<file path="config.mk">
export PLATFORM = sky130hd
export DESIGN_NAME = mem_access_ctrl
export DESIGN_NICKNAME = d
export VERILOG_FILES = /design/src/rtl/mem_pkg.sv /design/src/rtl/load_ext.sv /design/src/rtl/mem_access_ctrl.sv
export SDC_FILE = /design/constraint.sdc
export NUM_CORES = 1
export LEC_CHECK = 0
export ABC_AREA = 1
export CORE_MARGIN = 2
export CORE_UTILIZATION = 30
export DETAILED_ROUTE_END_ITERATION = 12
export DONT_BUFFER_PORTS = 1
export SLEW_MARGIN = 10
export SYNTH_ARGS = -nofsm -noshare
export SYNTH_HDL_FRONTEND = slang
export SYNTH_HIERARCHICAL = 1
export SYNTH_SLANG_ARGS = --single-unit
</file>
<file path="constraint.sdc">
create_clock -name clk -period 2 [get_ports clk]
set_input_delay 0.2 -clock clk [delete_from_list [all_inputs] [get_ports clk]]
set_output_delay 0.2 -clock clk [all_outputs]
set_load 0.03 [all_outputs]
</file>
<file path="src/rtl/mem_pkg.sv">
// Shared encodings and helpers for the memory-stage access controller.
package mem_pkg;

   localparam logic [1:0] ST_NONE = 2'b00;
   localparam logic [1:0] ST_SB   = 2'b01;
   localparam logic [1:0] ST_SH   = 2'b10;
   localparam logic [1:0] ST_SW   = 2'b11;

   localparam logic [2:0] LD_NONE = 3'b000;
   localparam logic [2:0] LD_LB   = 3'b001;
   localparam logic [2:0] LD_LBU  = 3'b010;
   localparam logic [2:0] LD_LH   = 3'b011;
   localparam logic [2:0] LD_LHU  = 3'b100;
   localparam logic [2:0] LD_LW   = 3'b101;

   localparam logic [4:0] EXC_ADEL = 5'd4;
   localparam logic [4:0] EXC_ADES = 5'd5;

   typedef enum logic [1:0] {
      IDLE = 2'd0,
      BUSY = 2'd1,
      RESP = 2'd2
   } state_t;

   // Byte ops keep the full offset, half ops keep bit 1, word ops keep none.
   function automatic logic [1:0] eff_off(
      input logic [1:0] st,
      input logic [2:0] ld,
      input logic [1:0] a
   );
      logic [1:0] off;
      off = 2'b00;
      if (st == ST_SB || ld == LD_LB || ld == LD_LBU)
         off = a;
      else if (st == ST_SH || ld == LD_LH || ld == LD_LHU)
         off = {a[1], 1'b0};
      return off;
   endfunction

   function automatic logic [3:0] store_be(
      input logic [1:0] st,
      input logic [1:0] off
   );
      logic [3:0] be;
      case (st)
         ST_SB:   be = 4'b0001 << off;
         ST_SH:   be = off[1] ? 4'b1100 : 4'b0011;
         default: be = 4'b1111;
      endcase
      return be;
   endfunction

   function automatic logic [31:0] store_data(
      input logic [1:0]  st,
      input logic [31:0] wd
   );
      logic [31:0] d;
      case (st)
         ST_SB:   d = {4{wd[7:0]}};
         ST_SH:   d = {2{wd[15:0]}};
         default: d = wd;
      endcase
      return d;
   endfunction

   function automatic logic misaligned(
      input logic [1:0] st,
      input logic [2:0] ld,
      input logic [1:0] a
   );
      logic m;
      m = 1'b0;
      if (st == ST_SH || ld == LD_LH || ld == LD_LHU)
         m = a[0];
      else if (st == ST_SW || ld == LD_LW)
         m = (a != 2'b00);
      return m;
   endfunction

endpackage

</file>
<file path="src/rtl/load_ext.sv">
// Selects the addressed byte/half of a read word and sign/zero-extends it.
module load_ext
   import mem_pkg::*;
(
   input  logic [2:0]  i_load,
   input  logic [1:0]  i_off,
   input  logic [31:0] i_rdata,
   output logic [31:0] o_data
);

   logic [7:0]  w_byte;
   logic [15:0] w_half;

   always_comb begin
      w_byte = i_rdata[7:0];
      unique case (i_off)
         2'd0: w_byte = i_rdata[7:0];
         2'd1: w_byte = i_rdata[15:8];
         2'd2: w_byte = i_rdata[23:16];
         2'd3: w_byte = i_rdata[31:24];
         default: w_byte = i_rdata[7:0];
      endcase
      w_half = i_off[1] ? i_rdata[31:16] : i_rdata[15:0];
   end

   always_comb begin
      o_data = 32'd0;
      case (i_load)
         LD_LB:   o_data = {{24{w_byte[7]}}, w_byte};
         LD_LBU:  o_data = {24'd0, w_byte};
         LD_LH:   o_data = {{16{w_half[15]}}, w_half};
         LD_LHU:  o_data = {16'd0, w_half};
         LD_LW:   o_data = i_rdata;
         default: o_data = 32'd0;
      endcase
   end

endmodule

</file>
<file path="src/rtl/mem_access_ctrl.sv">
// Memory-stage load/store controller between EX/MEM and the data memory port.
// Options: ALIGN_EXC_EN (misalignment exceptions), MEM_TIMEOUT_EN (ack timeout).
module mem_access_ctrl
   import mem_pkg::*;
#(
   parameter int ADDR_W = 32
`ifdef MEM_TIMEOUT_EN
   , parameter int TIMEOUT_CYC = 255
`endif
) (
   input  logic              clk,
   input  logic              reset,
   input  logic              in_valid,
   output logic              in_ready,
   input  logic [1:0]        in_store,
   input  logic [2:0]        in_load,
   input  logic [ADDR_W-1:0] in_addr,
   input  logic [31:0]       in_wdata,
   input  logic [31:0]       in_pc,
   input  logic              flush,
   output logic              mem_req,
   output logic              mem_we,
   output logic [3:0]        mem_be,
   output logic [ADDR_W-1:0] mem_addr,
   output logic [31:0]       mem_wdata,
   input  logic              mem_ack,
   input  logic [31:0]       mem_rdata,
   output logic              out_valid,
   output logic [31:0]       out_rdata,
   output logic [31:0]       out_pc,
`ifdef MEM_TIMEOUT_EN
   output logic              mem_timeout,
`endif
`ifdef ALIGN_EXC_EN
   output logic              out_exc,
   output logic [4:0]        out_exc_code,
`endif
   output logic              stall
);

   state_t              r_state;
   logic [2:0]          r_ld;
   logic [1:0]          r_off;
   logic [31:0]         r_pc;
   logic                r_in_ready;
   logic                r_stall;
   logic                r_mem_req;
   logic                r_mem_we;
   logic [3:0]          r_mem_be;
   logic [ADDR_W-1:0]   r_mem_addr;
   logic [31:0]         r_mem_wdata;
   logic                r_out_valid;
   logic [31:0]         r_out_rdata;
   logic                r_flushed;

   logic                w_st_op;
   logic [2:0]          w_ld;
   logic                w_mem_op;
   logic [1:0]          w_off;
   logic [31:0]         w_ext;
   logic                w_to;

   // A store wins over a simultaneous load, so the load field is dropped.
   assign w_st_op  = (in_store != ST_NONE);
   assign w_ld     = w_st_op ? LD_NONE : in_load;
   assign w_mem_op = w_st_op | (w_ld != LD_NONE);
   assign w_off    = eff_off(in_store, w_ld, in_addr[1:0]);

`ifdef MEM_TIMEOUT_EN
   localparam int TW = $clog2(TIMEOUT_CYC + 1);
   localparam logic [TW-1:0] TLAST = TW'(TIMEOUT_CYC - 1);

   logic [TW-1:0] r_tcnt;
   logic          r_timeout;

   assign w_to        = (r_tcnt == TLAST) & ~mem_ack;
   assign mem_timeout = r_timeout;
`else
   assign w_to = 1'b0;
`endif

`ifdef ALIGN_EXC_EN
   logic       w_mis;
   logic       r_exc;
   logic [4:0] r_exc_code;

   assign w_mis        = misaligned(in_store, w_ld, in_addr[1:0]);
   assign out_exc      = r_exc;
   assign out_exc_code = r_exc_code;
`endif

   load_ext u_load_ext (
      .i_load  (r_ld),
      .i_off   (r_off),
      .i_rdata (mem_rdata),
      .o_data  (w_ext)
   );

   always_ff @(posedge clk) begin
      if (reset) begin
         r_state     <= IDLE;
         r_ld        <= LD_NONE;
         r_off       <= 2'b00;
         r_pc        <= 32'd0;
         r_in_ready  <= 1'b1;
         r_stall     <= 1'b0;
         r_mem_req   <= 1'b0;
         r_mem_we    <= 1'b0;
         r_mem_be    <= 4'd0;
         r_mem_addr  <= '0;
         r_mem_wdata <= 32'd0;
         r_out_valid <= 1'b0;
         r_out_rdata <= 32'd0;
         r_flushed   <= 1'b0;
`ifdef MEM_TIMEOUT_EN
         r_tcnt      <= '0;
         r_timeout   <= 1'b0;
`endif
`ifdef ALIGN_EXC_EN
         r_exc       <= 1'b0;
         r_exc_code  <= 5'd0;
`endif
      end else begin
         unique case (r_state)
            IDLE: begin
               if (in_valid && !flush) begin
                  r_ld       <= w_ld;
                  r_off      <= w_off;
                  r_pc       <= in_pc;
                  r_flushed  <= 1'b0;
                  r_in_ready <= 1'b0;
`ifdef MEM_TIMEOUT_EN
                  r_tcnt     <= '0;
`endif
`ifdef ALIGN_EXC_EN
                  if (w_mem_op && w_mis) begin
                     r_state     <= RESP;
                     r_out_valid <= 1'b1;
                     r_out_rdata <= 32'd0;
                     r_exc       <= 1'b1;
                     r_exc_code  <= w_st_op ? EXC_ADES : EXC_ADEL;
                  end else
`endif
                  if (w_mem_op) begin
                     r_state     <= BUSY;
                     r_stall     <= 1'b1;
                     r_mem_req   <= 1'b1;
                     r_mem_we    <= w_st_op;
                     r_mem_be    <= store_be(in_store, w_off);
                     r_mem_addr  <= {in_addr[ADDR_W-1:2], 2'b00};
                     r_mem_wdata <= store_data(in_store, in_wdata);
                  end else begin
                     r_state     <= RESP;
                     r_out_valid <= 1'b1;
                     r_out_rdata <= 32'd0;
                  end
               end
            end
            BUSY: begin
               if (flush)
                  r_flushed <= 1'b1;
`ifdef MEM_TIMEOUT_EN
               r_tcnt <= r_tcnt + 1'b1;
`endif
               // A flushed access still runs to the ack, it just reports nothing.
               if (mem_ack || w_to) begin
                  r_mem_req <= 1'b0;
                  r_stall   <= 1'b0;
                  if (r_flushed || flush) begin
                     r_state    <= IDLE;
                     r_in_ready <= 1'b1;
                     r_flushed  <= 1'b0;
                  end else begin
                     r_state     <= RESP;
                     r_out_valid <= 1'b1;
                     r_out_rdata <= w_to ? 32'd0 : w_ext;
`ifdef MEM_TIMEOUT_EN
                     r_timeout   <= w_to;
`endif
                  end
               end
            end
            RESP: begin
               r_state     <= IDLE;
               r_out_valid <= 1'b0;
               r_in_ready  <= 1'b1;
`ifdef MEM_TIMEOUT_EN
               r_timeout   <= 1'b0;
`endif
`ifdef ALIGN_EXC_EN
               r_exc       <= 1'b0;
               r_exc_code  <= 5'd0;
`endif
            end
            default: begin
               r_state    <= IDLE;
               r_in_ready <= 1'b1;
            end
         endcase
      end
   end

   assign in_ready  = r_in_ready;
   assign stall     = r_stall;
   assign mem_req   = r_mem_req;
   assign mem_we    = r_mem_we;
   assign mem_be    = r_mem_be;
   assign mem_addr  = r_mem_addr;
   assign mem_wdata = r_mem_wdata;
   assign out_valid = r_out_valid & ~flush;
   assign out_rdata = r_out_rdata;
   assign out_pc    = r_pc;

endmodule

</file>
# Yosys cells after proc, flatten, opt, wreduce, memory -nomap -nowiden

Cells that the tools add are included.

Reductions and logical operators: 21
Bitwise operators: 3
Mux-type cells: 36
Shift operators: 1
Eq/ne operators: 22

Operators by type and width:

| kind                                                                  | number |
|---|---|
| 32-bit case mux with 5 select lines                                   | 1 |
| 32-bit 2-to-1 mux                                                     | 4 |
| 32-bit case mux with 2 select lines                                   | 2 |
| 8-bit case mux with 4 select lines                                    | 1 |
| 16-bit 2-to-1 mux                                                     | 1 |
| 1-bit 2-to-1 mux                                                      | 13 |
| 3-bit by 2-bit equality test with 1-bit output, second input constant | 4 |
| 2-bit 2-to-1 mux                                                      | 6 |
| 2-bit inequality test, second input constant                          | 6 |
| 5-bit AND reduction                                                   | 2 |
| 3-bit equality test, second input constant                            | 3 |
| 2-bit equality test, second input constant                            | 4 |
| 4-bit case mux with 2 select lines                                    | 1 |
| 2-bit by 1-bit equality test with 1-bit output, second input constant | 3 |
| 3-bit by 1-bit equality test with 1-bit output, second input constant | 2 |
| 1-bit case mux with 2 select lines                                    | 3 |
| 2-bit AND reduction                                                   | 3 |
| 3-bit AND reduction                                                   | 2 |
| 3-bit nonzero test                                                    | 2 |
| 1-bit logical OR                                                      | 5 |
| 2-bit logical NOT                                                     | 2 |
| 4-bit 2-to-1 mux                                                      | 1 |
| 2-bit case mux with 2 select lines                                    | 1 |
| 4-bit AND reduction                                                   | 1 |
| other kinds (9)                                                       | 10 |

Output and inout port bits: 137
Flip-flop bits (word level): 142

# Longest topological paths before layout

Depth in word-level cells: 9
Gate-level depth with buffers: 11

# Hierarchy

Netlist, hierarchy kept.

By module, submodules not included:

| module          | times used | cells an instance | area each (µm²) |
|---|---|---|---|
| mem_access_ctrl | 1          | 875               | 5,987.0 |
| load_ext        | 1          | 210               | 992.2 |

# Worst setup path after synthesis

No wires, ideal clock.

Path kind: in2reg
From: input in_store[0]
To: register r_out_rdata[20] (netlist: out_rdata[20])
Path buffers: 2
Path slack: 0.562 ns
Stages on the path: 9
Setup time: 0.113 ns
Arrival: 1.325 ns
Required time: 1.887 ns
Cells stage by stage: inv_1 -> ha_1 -> nand4_2 -> nand2_4 -> nand3_2 -> buf_6 -> buf_2 -> nor2_1 -> nor2_1

Longest elaborated chain between the ends: 6

Ends and longest elaborated chain:

| what                              | RTL line               | source |
|---|---|---|
| start, declared                   | mem_access_ctrl.sv:15  | `input logic [1:0] in_store,` |
| 2-bit nonzero test *              | mem_access_ctrl.sv:64  | `assign w_st_op = (in_store != ST_NONE);` |
| 3-bit 2-to-1 mux                  | mem_access_ctrl.sv:65  | `assign w_ld = w_st_op ? LD_NONE : in_load;` |
| 3-bit nonzero test                | mem_access_ctrl.sv:66  | `assign w_mem_op = w_st_op \| (w_ld != LD_NONE);` |
| 1-bit bitwise OR *                | mem_access_ctrl.sv:66  |  |
| 2-bit inequality test (no line) * | --                     |  |
| 5-bit AND reduction (no line) *   | --                     |  |
| end signal, assigned              | mem_access_ctrl.sv:176 | `r_out_rdata <= w_to ? 32'd0 : w_ext;` |
| end, declared                     | mem_access_ctrl.sv:53  | `logic [31:0] r_out_rdata;` |

Mark *: on every way between the ends. The rest lies on a longest branch, timed or not.
A chain may end at the register's enable or synchronous reset.

# Final worst setup path

From: register r_state[1]
To: register r_mem_wdata[5] (netlist: mem_wdata[5])

Longest elaborated chain between the ends: 2

Ends and longest elaborated chain:

| what                          | RTL line               | source |
|---|---|---|
| start, declared               | mem_access_ctrl.sv:41  | `state_t r_state;` |
| start signal, assigned        | mem_access_ctrl.sv:101 | `r_state <= IDLE;` |
| start signal, assigned        | mem_access_ctrl.sv:145 | `r_state <= BUSY;` |
| start signal, assigned        | mem_access_ctrl.sv:153 | `r_state <= RESP;` |
| 2-bit logical NOT             | mem_access_ctrl.sv:124 | `unique case (r_state)` |
| 3-bit AND reduction (no line) | --                     |  |
| end signal, assigned          | mem_access_ctrl.sv:151 | `r_mem_wdata <= store_data(in_store, in_wdata);` |
| end, declared                 | mem_access_ctrl.sv:51  | `logic [31:0] r_mem_wdata;` |

No other way between the ends.

==> impl_metrics.py <==
metrics = {
    "status": {
        "status": "finished, final reports clean",
    },
    "clocking": {
        "ctsResizeCount": 0,
        "cts_tree": "yes",
        "clk_latency_ns": 0.42,
        "cts_buffers": 17,
        "cts.sinks": 142,
        "cts_max_level": 4,
        "cts_root_buf": "clkbuf_16",
        "clkTransAtPathRegs_ns": 0.07,
        "clock_path_buffers": 2,
    },
    "routing": {
        "postRouteAntennaNets": 0,
        "vias": 6903,
        "routedWlPerCell_um": 15.4,
        "totalWireLength_um": 22200,
        "drc": 0,
        "drtPass1Iterations": 6,
        "drt_iter0_markers": 368,
        "via_per_inst": 4.80,
    },
    "critical_path": {
        "cp_top_family": "buffers and inverters",
        "path_cells": "nor2_4, inv_1, nor2_4, nand2_2, buf_12, nand2_1, a21oi_1, dlygate4sd3_1",
        "crit_required_ns": 2.31,
        "worstSetupEndpointType": "flip-flop",
        "cpMostUsedCell": "nor2_4",
        "path_buf_inv": 3,
        "slowest_stage": "dlygate4sd3_1",
        "startpoint": "r_state[1]$_SDFFE_PP0P_",
        "criticalPathCategory": "flip-flop to flip-flop",
        "cp_max_fo": 59,
        "slowest_delay_ns": 0.56,
        "worstPathArrival_ns": 2.17,
        "r2r-start": "r_state[1]$_SDFFE_PP0P_",
        "cp-start-kind": "flip-flop",
    },
    "sta": {
        "tightest_slew_ns": 0.646,
        "drv_slew": 0,
        "tns_ns": 0,
        "max_freq_mhz": 538,
        "setup_viol": 0,
        "period_needed_ns": 1.86,
        "rsz0062_at_grt": "no",
        "post-route-period-util": 0.929,
        "final.setup_skew_ns": 0.0117,
        "hold_slack_ns": 0.0199,
        "max_slew_margin": 0.569,
        "hold_viol_final": 0,
    },
    "worst_hold_path": {
        "min_from": "in_wdata[25]",
        "hp-class": "input pin to flip-flop",
    },
    "logic_synthesis": {
        "synth.distinct_cells": 30,
        "ys_warn_count": 6,
        "synthArstFlopShare": 0,
        "netlist_instances": 1085,
        "ys_seq_elements": 142,
        "syn-cell-area_um2": 6980,
        "synth_top_flop_cell": "dfxtp_1",
        "seq_area_frac_synth": 0.407,
        "avgSynthCellArea_um2": 6.43,
        "synth_edf_count": 0,
    },
    "grt": {
        "track_usage": 0.181,
        "grtUsageMet1": 0.205,
        "met2_usage": 0.305,
        "antenna_found_initial": 1,
        "grt_pass1_wl_um": 34800,
        "grt_pass1_vias": 6633,
        "top_usage_layer": "met2",
        "grt-ovfl-total": 0,
        "grt_max_degree": 70,
        "grt_use_met3": 0.0681,
    },
    "power_and_ir_drop": {
        "switchingPower_mw": 2.50,
        "seq_power_share": 0.453,
        "pwr_density_cell_nw_per_um2": 893,
        "swShare": 0.325,
        "clockPowerShare": 0.417,
        "p_comb_frac": 0.131,
        "leakagePower_nw": 3.90,
        "internal-power_mw": 5.19,
        "ir_drop_uv": 471,
    },
    "flow_run": {
        "maxCapViolCount": 0,
    },
    "finish": {
        "final_area_um2": 8610,
        "final_core_util": 0.379,
        "fill_cells": 2420,
        "ff_latch_area_um2": 2840,
        "fin_nets": 1280,
        "area_growth_pct": 23.3,
        "multi_input_area_um2": 3400,
        "final_common_cell": "nand2_1",
        "drive_above_1_share": 0.0747,
        "mostFrequentLayoutCells": "nand2_1 (265), nor2_1 (245), dfxtp_1 (142)",
    },
    "floorplan": {
        "core-area_um2": 22700,
        "initial_core_util": 0.307,
        "dieArea_um2": 24500,
        "die-height_um": 157,
        "num_rows": 55,
        "io_pins": 275,
        "die_width_um": 157,
    },
    "placement": {
        "place.gp.congestion": 0.819,
        "portBuffers": 0,
        "dp_hpwl_um": 15100,
        "placed_cell_area_um2": 7180,
    },
}
==> final timing paths <==
path / end / slack [ns] / depth (start not counted)
worst max-delay path: mem_wdata[5]$_SDFFE_PP0P_ / 0.14 / 8
worst min-delay path: mem_wdata[25]$_SDFFE_PP0P_ / 0.02 / 4
worst max register to register: mem_wdata[5]$_SDFFE_PP0P_ / 0.14 / 8
worst min register to register: mem_req$_SDFFE_PP0P_ / 0.48 / 2
==> cells in the mapped netlist (2+ instances only) <==
library cell,instances,share of area
clkbuf_1,29,0.016
nand4_1,10,0.0090
nand3_2,2,0.0029
inv_2,3,0.0016
nand3_1,49,0.035
nor2_4,2,0.0032
ha_1,3,0.0054
buf_4,9,0.0097
nor2_2,2,0.0018
inv_1,97,0.052
and2_1,2,0.0018
nand2_4,3,0.0048
nand2_1,265,0.14
dfxtp_1,142,0.41
buf_6,7,0.011
buf_2,21,0.015
nor3_1,2,0.0014
a21oi_1,54,0.039
nand2_2,6,0.0054
nor2_1,245,0.13
or2_2,11,0.0099
o21ai_0,113,0.081
==> tightest hold or removal path, cell delays in order <==
cell	delay (ns)
nand2_1	0.05
nand2_1	0.05
nand2_1	0.05
a21oi_1	0.05
==> timing repair <==
| action | in CTS | in global routing |
|---|---|---|
| setup buffers | 0 | 1 |
| endpoints found under the setup margin | 0 | 1 |
| hold buffers | 82 | 0 |
| hold endpoints to repair | 108 | 0 |
==> cell families (layout without fill, tap and decap cells) <==
family	Yosys count	in the layout	synth area share
AND/OR/NAND/NOR	603	603	0.358
AO/OA/AOI/OAI	169	169	0.123
buffers and inverters	167	233	0.106
flip-flops	142	142	0.407
adder cells (fa/ha/maj)	3	3	0.00538
other	1	3	0.000537
==> power groups by stage <==
stage,Sequential (mW),Clock [mW],Combinational (mW)
final,3.48,3.20,1.01
after global routing,3.50,3.42,1.15
after CTS,3.48,3.32,1.00
after detailed placement,3.54,0,0.851
after global placement,3.54,0,0.839
after floorplan,3.49,0,0.698
==> sequential cells by signal (all words and copies together), names as in the netlist <==
name         count
mem_req          1
in_ready         1
mem_we           1
r_off            2
mem_addr        30
out_pc          32
mem_wdata       32
r_state          2
r_out_valid      1
r_flushed        1
out_rdata       32
mem_be           4
r_ld             3
==> metal layers <==
layer	part of all wire	up-vias
met4	0.033	0
met2	0.47	276
met1	0.40	3109
li1	-	3474
met3	0.092	44
met5	0	-
==> metrics by stage <==
stage | power [mW] | setup slack (ns) | std cells
after floorplan | 4.19 | 0.562 | 1086
after global placement | 4.38 | 0.326 | 1322
after detailed placement | 4.40 | 0.305 | 1322
after CTS | 7.80 | 0.0857 | 1436
after global routing | 8.07 | 0.0388 | 1438
final | 7.68 | 0.142 | 1438
==> area by class of cell <==
| class | instances | area share |
|---|---|---|
| repair buffers | 101 | 0.120 |
| inverters | 100 | 0.0436 |
| multi-input cells | 777 | 0.396 |
| clock buffers | 17 | 0.0494 |
| clock inverters | 15 | 0.0190 |
| well taps | 285 | 0.0414 |
| diodes | 1 | 0.000291 |
| flip-flops and latches | 142 | 0.330 |
(Power assumes the default switching activity.)
